===== src/rtl/lib_rr_arbiter_lock.sv =====
// Round-robin arbiter with optional grant lock for multi-cycle transfers.
// Built from two carry-look-ahead programmable priority encoders.
module lib_rr_arbiter_lock_ppe #(
    parameter int N   = 16,
    parameter int LAH = 4
) (
    input  logic [N-1:0] req,
    output logic [N-1:0] gnt
);

    if (LAH == 0) begin : g_ripple
        always_comb begin
            logic c;
            c   = 1'b1;
            gnt = '0;
            for (int i = 0; i < N; i++) begin
                gnt[i] = req[i] & c;
                c      = c & ~req[i];
            end
        end
    end else begin : g_lah
        localparam int G = N / LAH;
        // group carry skips whole groups without rippling through them
        always_comb begin
            logic gc;
            logic lc;
            gc  = 1'b1;
            lc  = 1'b1;
            gnt = '0;
            for (int g = 0; g < G; g++) begin
                lc = gc;
                for (int j = 0; j < LAH; j++) begin
                    gnt[g*LAH+j] = req[g*LAH+j] & lc;
                    lc           = lc & ~req[g*LAH+j];
                end
                gc = gc & ~(|req[g*LAH +: LAH]);
            end
        end
    end

endmodule

module lib_rr_arbiter_lock #(
    parameter int N       = 16,
    parameter int LAH     = 4,
    parameter bit HOLD_EN = 1
) (
    input  logic         clk,
    input  logic         reset,
    input  logic [N-1:0] i_request,
    input  logic         i_hold,
    input  logic         i_accept,
    output logic [N-1:0] o_grant,
    output logic         o_anyGnt,
    output logic         o_locked,
    output logic [N-1:0] o_priority
);

    if (N < 2) begin : g_bad_n
        $error("lib_rr_arbiter_lock: N must be >= 2");
    end
    if (LAH != 0 && (N % LAH) != 0) begin : g_bad_lah
        $error("lib_rr_arbiter_lock: N must be a multiple of LAH");
    end

    typedef enum logic {ARB, LOCKED} state_t;

    state_t       state_q, state_d;
    logic [N-1:0] pri_q, pri_d;
    logic [N-1:0] lock_q, lock_d;

    logic [N-1:0] mask;
    logic [N-1:0] req_hi;
    logic [N-1:0] gnt_hi;
    logic [N-1:0] gnt_lo;
    logic [N-1:0] arb_gnt;
    logic         any_req;
    logic         owner_req;
    logic         hold_eff;

    assign hold_eff = i_hold & HOLD_EN;

    // thermometer of bits at or above the priority pointer
    always_comb begin
        logic m;
        m    = 1'b0;
        mask = '0;
        for (int i = 0; i < N; i++) begin
            m       = m | pri_q[i];
            mask[i] = m;
        end
    end

    assign req_hi = i_request & mask;

    lib_rr_arbiter_lock_ppe #(.N(N), .LAH(LAH)) u_ppe_hi (
        .req (req_hi),
        .gnt (gnt_hi)
    );

    lib_rr_arbiter_lock_ppe #(.N(N), .LAH(LAH)) u_ppe_lo (
        .req (i_request),
        .gnt (gnt_lo)
    );

    assign arb_gnt   = (|req_hi) ? gnt_hi : gnt_lo;
    assign any_req   = |i_request;
    assign owner_req = (state_q == LOCKED) && (|(lock_q & i_request));

    always_comb begin
        state_d  = state_q;
        lock_d   = lock_q;
        pri_d    = pri_q;
        o_grant  = arb_gnt;
        o_anyGnt = any_req;
        if (owner_req) begin
            o_grant  = lock_q;
            o_anyGnt = 1'b1;
            if (i_accept && !hold_eff) begin
                state_d = ARB;
                lock_d  = '0;
            end
        end else begin
            // a dropped owner falls straight into arbitration, no bubble
            state_d = ARB;
            lock_d  = '0;
            if (i_accept && any_req) begin
                pri_d = {arb_gnt[N-2:0], arb_gnt[N-1]};
                if (hold_eff) begin
                    lock_d  = arb_gnt;
                    state_d = LOCKED;
                end
            end
        end
    end

    always_ff @(posedge clk or posedge reset) begin
        if (reset) begin
            state_q <= ARB;
            pri_q   <= N'(1);
            lock_q  <= '0;
        end else begin
            state_q <= state_d;
            pri_q   <= pri_d;
            lock_q  <= lock_d;
        end
    end

    assign o_locked   = (state_q == LOCKED);
    assign o_priority = pri_q;

endmodule


===== config.mk =====
export PLATFORM = sky130hd
export DESIGN_NAME = lib_rr_arbiter_lock
export DESIGN_NICKNAME = d
export VERILOG_FILES = /design/src/rtl/lib_rr_arbiter_lock.sv
export SDC_FILE = /design/constraint.sdc
export NUM_CORES = 1
export LEC_CHECK = 0
export ABC_AREA = 1
export CAP_MARGIN = 20
export CORE_MARGIN = 1
export CORE_UTILIZATION = 35
export CTS_BUF_LIST = sky130_fd_sc_hd__clkbuf_4 sky130_fd_sc_hd__clkbuf_8
export CTS_CLUSTER_SIZE = 16
export DETAILED_ROUTE_END_ITERATION = 10
export DONT_BUFFER_PORTS = 1
export PLACE_DENSITY = 0.52
export SYNTH_ARGS = -nofsm -noshare
export SYNTH_HDL_FRONTEND = slang
export SYNTH_SLANG_ARGS = --single-unit

===== constraint.sdc =====
create_clock -name clk -period 7.15 [get_ports clk]
set_clock_uncertainty 0.15 [all_clocks]
set_input_delay 1.7875 -clock clk [delete_from_list [all_inputs] [get_ports clk]]
set_output_delay 1.7875 -clock clk [all_outputs]
set_load 0.01 [all_outputs]

==> out/qor.json, run 1 <==
{
  "sta": {
    "post-route-period-util": 0.824,
    "worst_case_setup_margin_in_the_final_layout_ns": 1.26,
    "worst-slew-pin-transition_ns": 0.921,
    "finalHoldViolations": 0,
    "totalNegativeSetupSlack_ns": 0,
    "worst_slew_margin": 0.386,
    "rsz_0062_raised_after_global_routing": "false",
    "final_period_minus_worst_setup_slack_ns": 5.89,
    "fmax_ghz": 0.170,
    "worst_hold_slack_ns": 0.355,
    "timing_max_transition_violations_final": 0,
    "final-setup-viol-count": 0
  },
  "power": {
    "power_per_cell_area_nw_per_um2": 457,
    "gate_power_share": 0.613,
    "ir_worst_vdd_uv": 136,
    "cellInternalPower_mw": 0.508,
    "portion_of_total_power_attributed_to_sequential_cells": 0.249,
    "cellLeakagePower_nw": 1.34,
    "power.share.switching": 0.557,
    "clkPwrFrac": 0.138,
    "power.switching_mw": 0.640
  },
  "worst_setup_path": {
    "startpoint_class": "input port",
    "timing.critical_path.cells": "nand2_1 -> inv_1 -> nor2_2 -> nand3_2 -> nor2_4 -> nand3_2 -> nor2_4 -> nand3_2 -> nor2_4 -> nand3_2 -> nor2_4 -> nand3_4 -> nand2_1 -> nand3_1 -> nand2_1",
    "critical_path_peak_fanout": 19,
    "worstPathRequired_ns": 5.21,
    "critPathBufInv": 1,
    "timing.critical_path.arrival_ns": 3.95,
    "timing.setup.critical_path_class": "input port to primary output",
    "critPathMaxStageDelay_ns": 0.45,
    "crit_family": "simple AND/OR/NAND/NOR gates",
    "cp_slowest_cell": "sky130_fd_sc_hd__nor2_4",
    "worstSetupEndpointType": "primary output"
  },
  "floorplanning": {
    "fp-row-count": 29,
    "floorplan.io_pins": 54,
    "start_util": 0.368,
    "die_height_um": 84.2,
    "core_area_um2": 6420,
    "floorplan.die.width_um": 84.2,
    "design.die.area_um2": 7080
  },
  "clock_network": {
    "cts-htree-levels": 2,
    "worstSkewPairLatency_ns": 0.29,
    "cts_inserted_buffers": 5,
    "cts.hold.buffers_added": 0,
    "tritoncts": "done",
    "cts.sink_count": 33,
    "clock_transition_at_path_regs_ns": 0.07,
    "post-cts-setup-buffers": 0,
    "cts_repair_resize_count": 0,
    "cts_max_path_buffers": 2,
    "root_buffer": "sky130_fd_sc_hd__clkbuf_8"
  },
  "grt": {
    "grt_start_max_net_pins": 34,
    "grt_first_pass_wirelength_um": 10900,
    "globalRouteOverflowTotal": 0,
    "grt_pass1_vias": 2103,
    "initial_antenna_violation_count": 0,
    "track_usage": 0.198
  },
  "routing": {
    "detailedRoute.firstIterationViolations": 98,
    "avgViaCountPerCell": 5.19,
    "route.antenna.remaining_nets": 0,
    "drt-wirelength-per-cell_um": 15.9,
    "detailedRoute.firstPassIterationCount": 8,
    "routed-via-count": 2168,
    "drc": 8,
    "wirelength_um": 6640
  },
  "synth": {
    "ys_top_cells_by_area": "sky130_fd_sc_hd__dfrtp_1, sky130_fd_sc_hd__nand2_1, sky130_fd_sc_hd__nand3_1",
    "synth-simple-area-share": 0.532,
    "synth-adder-area-share": 0,
    "yosys.cell_count.top_type": "sky130_fd_sc_hd__nand2_1",
    "synth-compound-area-share": 0.0456,
    "async_set_reset_flop_share_out_of_synthesis": 1.00,
    "yosys.area.top_type": "sky130_fd_sc_hd__dfrtp_1",
    "post_synth_instance_area_um2": 2360,
    "synth_warnings": 0,
    "postSynthNetCount": 361,
    "postSynthAreaPerCell_um2": 6.93,
    "yosys_reg_bits": 33,
    "post_synth_num_cell_types": 28,
    "synth_top_cells_by_count": "sky130_fd_sc_hd__nand2_1, sky130_fd_sc_hd__nand3_1, sky130_fd_sc_hd__dfrtp_1",
    "synth_edf_count": 0,
    "synth_flop_cell": "sky130_fd_sc_hd__dfrtp_1",
    "syn-instance-count": 341,
    "share_of_the_synthesized_netlist_area_taken_by_xor_and_xnor_gates": 0,
    "synthMuxAreaShare": 0,
    "sequential_fraction_of_the_synthesis_area": 0.350,
    "yosysTopAreaCellShare": 0.339,
    "largest_family_of_logic_cells_by_synthesized_area": "simple AND/OR/NAND/NOR gates"
  },
  "placed_design": {
    "dpl_worst_slack_ns": 1.26,
    "numPortBuffers": 0,
    "weighted_congestion_reported_at_the_end_of_routability_driven_placement": 0.846,
    "dp_hpwl_um": 4780
  },
  "outcome": {
    "run_status": "complete, but fails checks",
    "failed_checks": "design-rule violations"
  },
  "min_path": {
    "hold_path.class": "flop to flop"
  },
  "cells_and_area": {
    "fin_nets": 360,
    "n_antenna_cell": 0,
    "areaGrowthSynthToFinish_pct": 6.51,
    "proportion_of_layout_cells_with_a_drive_suffix_above_1": 0.135,
    "multi_input_comb_area_um2": 1370,
    "fill_cells": 687,
    "regArea_um2": 827
  },
  "run": {
    "maxCapViolCount": 0
  }
}
==> power groups by stage <==
stage,Clock [mW],Combinational [mW],Sequential (mW)
finish,0.158,0.704,0.286
global route,0.170,0.792,0.294
CTS,0.166,0.712,0.287
detailed placement,0,0.710,0.291
global placement,0,0.707,0.290
floorplan,0,0.588,0.278
==> metrics by stage <==
stage	utilization	std cells	area (um2)	power, mW
after floorplan	-	341	2360	0.866
after global placement	0.376	410	2410	0.998
after detailed placement	0.376	410	2410	1.00
after CTS	0.392	418	2520	1.17
after global routing	0.392	418	2520	1.26
final	0.392	418	2520	1.15
==> placed cells by master, fill, tap and decap left out, types with 2 or more instances in the layout <==
cell / instances
sky130_fd_sc_hd__inv_2: 2
sky130_fd_sc_hd__clkbuf_8: 7
sky130_fd_sc_hd__nor2_1: 12
sky130_fd_sc_hd__nand2_1: 144
sky130_fd_sc_hd__nor2_2: 6
sky130_fd_sc_hd__nand4_2: 8
sky130_fd_sc_hd__a22o_1: 4
sky130_fd_sc_hd__nand3b_1: 2
sky130_fd_sc_hd__nand2_2: 3
sky130_fd_sc_hd__nor2_4: 5
sky130_fd_sc_hd__o21ai_1: 3
sky130_fd_sc_hd__nor3_1: 3
sky130_fd_sc_hd__a21oi_1: 2
sky130_fd_sc_hd__nand4_1: 18
sky130_fd_sc_hd__inv_1: 27
sky130_fd_sc_hd__or2_2: 2
sky130_fd_sc_hd__nand3_1: 43
sky130_fd_sc_hd__buf_4: 2
sky130_fd_sc_hd__a221oi_1: 4
sky130_fd_sc_hd__nand3_2: 6
sky130_fd_sc_hd__dfrtp_1: 32
==> routing by layer <==
metal	up-vias	GRT usage	wire, um
met4	0	0.0658	97
met5	-	0	0
met1	988	0.258	3020
met3	8	0.0413	366
met2	46	0.327	3150
li1	1126	-	-
==> final cells by class <==
cell class                      instances  share of cell area
Inverter                               29              0.0433
Clock buffer                            7              0.0383
Tap cell                               77              0.0383
Timing Repair Buffer                    2             0.00597
Multi-Input combinational cell        269               0.544
Clock inverter                          1             0.00199
Sequential cell                        33               0.329
==> worst reg2reg max path, stage by stage, from the launching register on <==
cell	delay, ns
sky130_fd_sc_hd__dfrtp_1	0.40
sky130_fd_sc_hd__a22o_1	0.21
sky130_fd_sc_hd__a221oi_1	0.37
sky130_fd_sc_hd__nand4_1	0.14
sky130_fd_sc_hd__nand2_1	0.10
sky130_fd_sc_hd__buf_4	0.26
sky130_fd_sc_hd__nand3_2	0.41
sky130_fd_sc_hd__nor2_2	0.80
sky130_fd_sc_hd__nand3_1	0.17
sky130_fd_sc_hd__nand2_1	0.09
==> cell families after synthesis <==
logic type | Yosys count
AO/OA/AOI/OAI | 15
buffers and inverters | 39
flip-flops | 33
AND/OR/NAND/NOR | 254
==> registers in the layout (all words and copies together), names as in the netlist <==
signal,cells
o_locked,1
lock_q,16
o_priority,16
==> path summary, 6_finish.rpt <==
| path | startpoint | endpoint | slack (ns) | cells past startpoint |
|---|---|---|---|---|
| worst max-delay path | i_request[0] | o_grant[9] | 1.26 | 15 |
| worst min-delay path | lock_q[11]$_DFFE_PP0P_ | lock_q[11]$_DFFE_PP0P_ | 0.36 | 2 |
| worst max register to register | lock_q[0]$_DFFE_PP0P_ | lock_q[3]$_DFFE_PP0P_ | 3.99 | 9 |
| worst min register to register | lock_q[11]$_DFFE_PP0P_ | lock_q[11]$_DFFE_PP0P_ | 0.36 | 2 |
| max in group asynchronous | reset | o_priority[0]$_DFFE_PP1P_ | 5.19 | 2 |
| min in group asynchronous | reset | o_priority[14]$_DFFE_PP0P_ | 1.33 | 2 |
No activity file was read; power rests on OpenSTA's default activity.
==> run 2: changes to the inputs <==
--- a/config.mk
+++ b/config.mk
@@ -13,7 +13,7 @@
 export CTS_CLUSTER_SIZE = 16
 export DETAILED_ROUTE_END_ITERATION = 10
 export DONT_BUFFER_PORTS = 1
-export PLACE_DENSITY = 0.52
+export PLACE_DENSITY = 0.54
 export SYNTH_ARGS = -nofsm -noshare
 export SYNTH_HDL_FRONTEND = slang
 export SYNTH_SLANG_ARGS = --single-unit
==> constraint.sdc (replaced) <==
create_clock -name clk -period 5.08 [get_ports clk]
set_clock_uncertainty 0.15 [all_clocks]
set_input_delay 1.27 -clock clk [delete_from_list [all_inputs] [get_ports clk]]
set_output_delay 1.27 -clock clk [all_outputs]
set_load 0.01 [all_outputs]
==> run 2 against run 1 <==
Against the previous run:
- the run still ends with design-rule violations left
- final area increased by 1.5%
- clock power increased by 66%
- critical path type unchanged
- largest power group unchanged
- worst setup slack got worse by 0.83 ns
- power increased by 47%
- sequential share of layout area decreased by 0.48 points
- critical endpoint is now o_grant[8]
- flip-flop and latch count unchanged
- utilization increased by 0.58 points
- via count increased by 3.9%
- cell count increased by 0.72%
==> out/qor.json, run 2 (synthesized netlist as in run 1, its figures left out) <==
{
  "outcome": {
    "run_status": "complete, but fails checks",
    "failed_checks": "design-rule violations"
  },
  "power": {
    "totalPowerFinal_mw": 1.69,
    "ir_worst_vdd_uv": 206,
    "cellLeakagePower_nw": 1.36,
    "power_per_cell_area_nw_per_um2": 661
  },
  "sta": {
    "timing_max_transition_violations_final": 0,
    "final-setup-viol-count": 0,
    "post-route-period-util": 0.915,
    "finalHoldViolations": 0,
    "worst_slew_margin": 0.425,
    "final_period_minus_worst_setup_slack_ns": 4.65,
    "totalNegativeSetupSlack_ns": 0,
    "worst-slew-pin-transition_ns": 0.862,
    "rsz_0062_raised_after_global_routing": "false",
    "worst_hold_slack_ns": 0.362,
    "fmax_ghz": 0.215
  },
  "clock_network": {
    "cts_max_path_buffers": 2,
    "worstSkewPairLatency_ns": 0.29,
    "cts.hold.buffers_added": 0,
    "clock_transition_at_path_regs_ns": 0.07,
    "cts.sink_count": 33,
    "post-cts-setup-buffers": 0,
    "root_buffer": "sky130_fd_sc_hd__clkbuf_8",
    "tritoncts": "done",
    "cts_repair_resize_count": 0,
    "cts_inserted_buffers": 5,
    "cts-htree-levels": 2
  },
  "cells_and_area": {
    "multi_input_comb_area_um2": 1360,
    "stdcell_count": 421,
    "regArea_um2": 827,
    "areaGrowthSynthToFinish_pct": 8.10,
    "fill_cells": 678,
    "n_antenna_cell": 0,
    "layout.cells.most_common": "sky130_fd_sc_hd__nand2_1",
    "proportion_of_layout_cells_with_a_drive_suffix_above_1": 0.140,
    "most-common-layout-cells": "sky130_fd_sc_hd__nand2_1, sky130_fd_sc_hd__nand3_1, sky130_fd_sc_hd__dfrtp_1",
    "fin_nets": 363
  },
  "worst_setup_path": {
    "worstSetupEndpoint": "o_grant[8]",
    "critPathMaxStageDelay_ns": 0.23,
    "worstRegToRegCells": 9,
    "crit_family": "simple AND/OR/NAND/NOR gates",
    "reg_to_reg_endpoint": "lock_q[14]$_DFFE_PP0P_",
    "startpoint_class": "input port",
    "reg2reg_from": "lock_q[0]$_DFFE_PP0P_",
    "timing.critical_path.from": "i_request[0]",
    "worstSetupEndpointType": "primary output",
    "crit_cells": 15,
    "cp_slowest_cell": "sky130_fd_sc_hd__nor2_4",
    "worstPathRequired_ns": 3.66,
    "critPathBufInv": 2,
    "worst-r2r-setup-slack_ns": 1.66,
    "timing.critical_path.cells": "nand2_1 -> inv_1 -> nor2_2 -> nand3_2 -> nor2_4 -> nand3_2 -> nor2_4 -> nand3_2 -> nor2_4 -> nand3_2 -> nor2_4 -> buf_4 -> nand4_1 -> nand3_1 -> nand2_1",
    "timing.setup.critical_path_class": "input port to primary output",
    "critical_path_peak_fanout": 9,
    "timing.critical_path.arrival_ns": 3.23
  },
  "floorplanning": {
    "core_area_um2": 6420,
    "start_util": 0.368,
    "fp-row-count": 29,
    "floorplan.die.width_um": 84.2,
    "die_height_um": 84.2,
    "floorplan.io_pins": 54,
    "design.die.area_um2": 7080
  },
  "routing": {
    "drt-wirelength-per-cell_um": 16.2,
    "route.antenna.remaining_nets": 0,
    "detailedRoute.firstIterationViolations": 116,
    "detailedRoute.firstPassIterationCount": 7,
    "drc": 2,
    "wirelength_um": 6840,
    "avgViaCountPerCell": 5.35,
    "routed-via-count": 2253
  },
  "grt": {
    "grt_start_max_net_pins": 34,
    "grt_pass1_vias": 2212,
    "initial_antenna_violation_count": 0,
    "globalRouteOverflowTotal": 0,
    "track_usage": 0.206,
    "grt_first_pass_wirelength_um": 11500
  },
  "min_path": {
    "hold_path.class": "flop to flop"
  },
  "run": {
    "maxCapViolCount": 0
  },
  "placed_design": {
    "weighted_congestion_reported_at_the_end_of_routability_driven_placement": 0.835,
    "dp_hpwl_um": 4820,
    "numPortBuffers": 0,
    "dp_cells": 413
  }
}
==> run 2: cell types whose count changed in the layout (fill, tap and decap cells not counted), sizes merged <==
cell	before	now
bufinv	0	1
clkinv	1	0
buf	2	5
==> run 2: worst min-delay path, stage by stage (launching register included) <==
cell,delay (ns)
sky130_fd_sc_hd__dfrtp_1,0.36
sky130_fd_sc_hd__nand2_1,0.06
sky130_fd_sc_hd__nand2_1,0.06
==> run 2: metrics by stage <==
| stage | setup WS, ns | area (um2) | util |
|---|---|---|---|
| floorplan | 0.698 | 2360 | - |
| detailed placement | 0.438 | 2430 | 0.379 |
| CTS | 0.424 | 2550 | 0.398 |
| global route | 0.200 | 2550 | 0.398 |
| finish | 0.434 | 2550 | 0.398 |
| global placement | 0.523 | 2430 | 0.379 |
==> run 2: layout make-up <==
class,count,share of cell area
Clock inverter,1,0.0118
Clock buffer,7,0.0353
Tap cell,77,0.0377
Sequential cell,33,0.324
Inverter,29,0.0426
Timing Repair Buffer,5,0.0147
Multi-Input combinational cell,269,0.534
==> run 2: layer usage <==
layer  global-route usage  up-vias  wire, um
met5                    0        -         0
met4               0.0549        0        76
met3               0.0452        6       402
met2                0.344       58      3370
met1                0.270     1050      2990
li1                     -     1139         -
==> run 2: worst min-delay path by stage <==
stage / start / cells after the start / to / slack, ns
after floorplan: lock_q[12]$_DFFE_PP0P_ / 2 / lock_q[12]$_DFFE_PP0P_ / 0.32
after global placement: lock_q[1]$_DFFE_PP0P_ / 2 / lock_q[1]$_DFFE_PP0P_ / 0.34
after detailed placement: lock_q[4]$_DFFE_PP0P_ / 2 / lock_q[4]$_DFFE_PP0P_ / 0.34
after CTS: lock_q[12]$_DFFE_PP0P_ / 2 / lock_q[12]$_DFFE_PP0P_ / 0.36
after global routing: lock_q[5]$_DFFE_PP0P_ / 2 / lock_q[5]$_DFFE_PP0P_ / 0.38
final: lock_q[4]$_DFFE_PP0P_ / 2 / lock_q[4]$_DFFE_PP0P_ / 0.36
==> run 2: power by group <==
| group | switching (mW) | internal [mW] | total (mW) |
|---|---|---|---|
| Combinational | 0.743 | 0.279 | 1.02 |
| Clock | 0.0979 | 0.165 | 0.263 |
| Sequential | 0.0768 | 0.327 | 0.403 |
| Total | 0.917 | 0.770 | 1.69 |
==> run 3: changes to the inputs <==
--- a/config.mk
+++ b/config.mk
@@ -13,6 +13,7 @@
 export CTS_CLUSTER_SIZE = 16
 export DETAILED_ROUTE_END_ITERATION = 10
 export DONT_BUFFER_PORTS = 1
+export GPL_TIMING_DRIVEN = 0
 export PLACE_DENSITY = 0.54
 export SYNTH_ARGS = -nofsm -noshare
 export SYNTH_HDL_FRONTEND = slang
==> constraint.sdc (replaced) <==
create_clock -name clk -period 3.8 [get_ports clk]
set_clock_uncertainty 0.15 [all_clocks]
set_input_delay 0.95 -clock clk [delete_from_list [all_inputs] [get_ports clk]]
set_output_delay 0.95 -clock clk [all_outputs]
set_load 0.01 [all_outputs]
==> run 3 against run 2 <==
Against the previous run:
- highest routed layer unchanged
- combinational power rose by 120%
- clock power rose by 11%
- wire length rose by 16%
- non-clock buffer count rose by 46
- sequential power rose by 35%
- utilization rose by 9.5 points
- largest cell class unchanged
- hold slack got worse by 0.00087 ns
- power rose by 80%
- final area rose by 24%
- critical path type unchanged
- the run ends with design-rule violations, negative setup slack left
- die area did not move
- sequential share of layout area fell by 6.2 points
- flip-flop and latch count did not move
==> out/qor.json, run 3 (synthesized netlist as in run 1, its figures left out) <==
{
  "outcome": {
    "run_status": "complete, but fails checks",
    "failed_checks": "design-rule violations, negative setup slack"
  },
  "grt": {
    "global_route.peak_usage_layer": "met2",
    "met2_usage": 0.395,
    "initial_antenna_violation_count": 0,
    "grt_pass1_vias": 2508,
    "grt_first_pass_wirelength_um": 12600,
    "grt_start_max_net_pins": 19,
    "track_usage": 0.229,
    "globalRouteOverflowTotal": 0,
    "met1_usage": 0.273,
    "grt_use_met3": 0.0482
  },
  "clock_network": {
    "clock_transition_at_path_regs_ns": 0.07,
    "cts.hold.buffers_added": 0,
    "cts_inserted_buffers": 5,
    "cts_max_path_buffers": 2,
    "root_buffer": "sky130_fd_sc_hd__clkbuf_8",
    "cts-htree-levels": 2,
    "worstSkewPairLatency_ns": 0.29,
    "tritoncts": "done",
    "cts.sink_count": 33
  },
  "routing": {
    "detailedRoute.firstIterationViolations": 163,
    "routed-via-count": 2536,
    "wirelength_um": 7960,
    "route.antenna.remaining_nets": 0,
    "drt-wirelength-per-cell_um": 17.0,
    "avgViaCountPerCell": 5.43,
    "drc": 2,
    "detailedRoute.firstPassIterationCount": 8
  },
  "power": {
    "power_per_cell_area_nw_per_um2": 959,
    "ir_worst_vdd_uv": 271,
    "totalPowerFinal_mw": 3.03,
    "cellLeakagePower_nw": 1.64
  },
  "sta": {
    "final-setup-viol-count": 15,
    "post-route-period-util": 1.02,
    "worst_hold_slack_ns": 0.361,
    "worst-slew-pin-transition_ns": 0.716,
    "worst_case_setup_margin_in_the_final_layout_ns": -0.0670,
    "worst_slew_margin": 0.523,
    "final_period_minus_worst_setup_slack_ns": 3.87,
    "timing_max_transition_violations_final": 0,
    "finalHoldViolations": 0,
    "rsz_0062_raised_after_global_routing": "true",
    "fmax_ghz": 0.259
  },
  "worst_setup_path": {
    "crit_family": "simple AND/OR/NAND/NOR gates",
    "startpoint_class": "input port",
    "worstPathRequired_ns": 2.70,
    "worstSetupEndpointType": "primary output",
    "timing.setup.critical_path_class": "input port to primary output",
    "critical_path_peak_fanout": 5,
    "critPathMaxStageDelay_ns": 0.16,
    "critPathBufInv": 2,
    "cp_slowest_cell": "sky130_fd_sc_hd__nor2_4",
    "timing.critical_path.arrival_ns": 2.77,
    "timing.critical_path.cells": "inv_1 -> nor2_1 -> nor2_4 -> nand3_2 -> nor2_4 -> nand3_2 -> nor2_4 -> nand3_2 -> nor2_4 -> nand3_2 -> nor2_4 -> buf_12 -> nand3_4 -> nand2_2 -> nand3_2 -> nand2_2"
  },
  "floorplanning": {
    "start_util": 0.368,
    "design.die.area_um2": 7080,
    "core_area_um2": 6420,
    "floorplan.die.width_um": 84.2,
    "floorplan.io_pins": 54,
    "fp-row-count": 29,
    "die_height_um": 84.2
  },
  "cells_and_area": {
    "n_antenna_cell": 0,
    "fill_cells": 628,
    "regArea_um2": 828,
    "proportion_of_layout_cells_with_a_drive_suffix_above_1": 0.341,
    "multi_input_comb_area_um2": 1540,
    "layout.cells.most_common": "sky130_fd_sc_hd__nand2_1",
    "finish.utilization": 0.493,
    "fin_nets": 410,
    "areaGrowthSynthToFinish_pct": 33.9,
    "stdcell_count": 467,
    "post-route-cell-area_um2": 3160,
    "most-common-layout-cells": "sky130_fd_sc_hd__nand2_1, sky130_fd_sc_hd__nand3_1, sky130_fd_sc_hd__buf_4"
  },
  "min_path": {
    "hold_path.class": "flop to flop"
  },
  "placed_design": {
    "post_dp_cell_area_um2": 2490,
    "dp_hpwl_um": 5300,
    "dp_cells": 419,
    "numPortBuffers": 0,
    "weighted_congestion_reported_at_the_end_of_routability_driven_placement": 0.836
  },
  "run": {
    "maxCapViolCount": 0
  }
}
run 3: cell count changes in the layout (fill, tap and decap cells not counted), moves of 4 or more:
cell,change
sky130_fd_sc_hd__buf_6,+4
sky130_fd_sc_hd__nor2_1,-4
sky130_fd_sc_hd__buf_4,+29
sky130_fd_sc_hd__nand2_2,+23
sky130_fd_sc_hd__nand3_1,-5
sky130_fd_sc_hd__nand2_1,-26
sky130_fd_sc_hd__nand3_2,+5
run 3: layout make-up:
type                            count  area share
Clock buffer                        7      0.0285
Tap cell                           77      0.0305
Sequential cell                    33       0.262
Inverter                           29      0.0344
Timing Repair Buffer               42       0.135
Buffer                              9      0.0229
Multi-Input combinational cell    270       0.487
run 3: through the flow:
| stage | setup WS [ns] | TNS (ns) |
|---|---|---|
| finish | -0.0670 | -0.739 |
| CTS | -0.0361 | -0.394 |
| global route | -0.268 | -3.91 |
| detailed placement | -0.348 | -4.90 |
| global placement | -0.313 | -4.36 |
| floorplan | 0.0576 | 0 |
run 3: layer usage:
layer  vias to the layer above  routed length (um)
met5                         -                   0
met4                         0                 229
met3                        22                 551
met2                        85                3910
met1                      1195                3270
li1                       1234                   -
run 3: worst paths after layout:
path	from	to	slack (ns)	cells past startpoint
min in group asynchronous	reset	lock_q[12]$_DFFE_PP0P_	0.50	1
max reg2reg	o_priority[0]$_DFFE_PP1P_	lock_q[0]$_DFFE_PP0P_	0.02	29
min	lock_q[1]$_DFFE_PP0P_	lock_q[1]$_DFFE_PP0P_	0.36	2
max	i_request[1]	o_grant[6]	-0.07	16
max in group asynchronous	reset	o_priority[0]$_DFFE_PP1P_	2.39	2
min reg2reg	lock_q[1]$_DFFE_PP0P_	lock_q[1]$_DFFE_PP0P_	0.36	2
run 3: where the power goes:
part | internal, mW | switching (mW) | leakage (nW)
combinational | 0.944 | 1.25 | 1.14
sequential | 0.437 | 0.107 | 0.449
clock | 0.151 | 0.142 | 0.0477
run 3: worst min-delay path, cell delays in order, from the launching register on:
cell and delay (ns):
sky130_fd_sc_hd__dfrtp_1 0.36, sky130_fd_sc_hd__nand2_1 0.06, sky130_fd_sc_hd__nand2_1 0.06
run 3: timing repair:
action                                  CTS  global route
gates resized for setup                  48             9
endpoints found under the hold margin     0             0
endpoints found under the setup margin   16            18
pin swaps                                25             7
cloned                                    2             1
setup buffers                            34             5
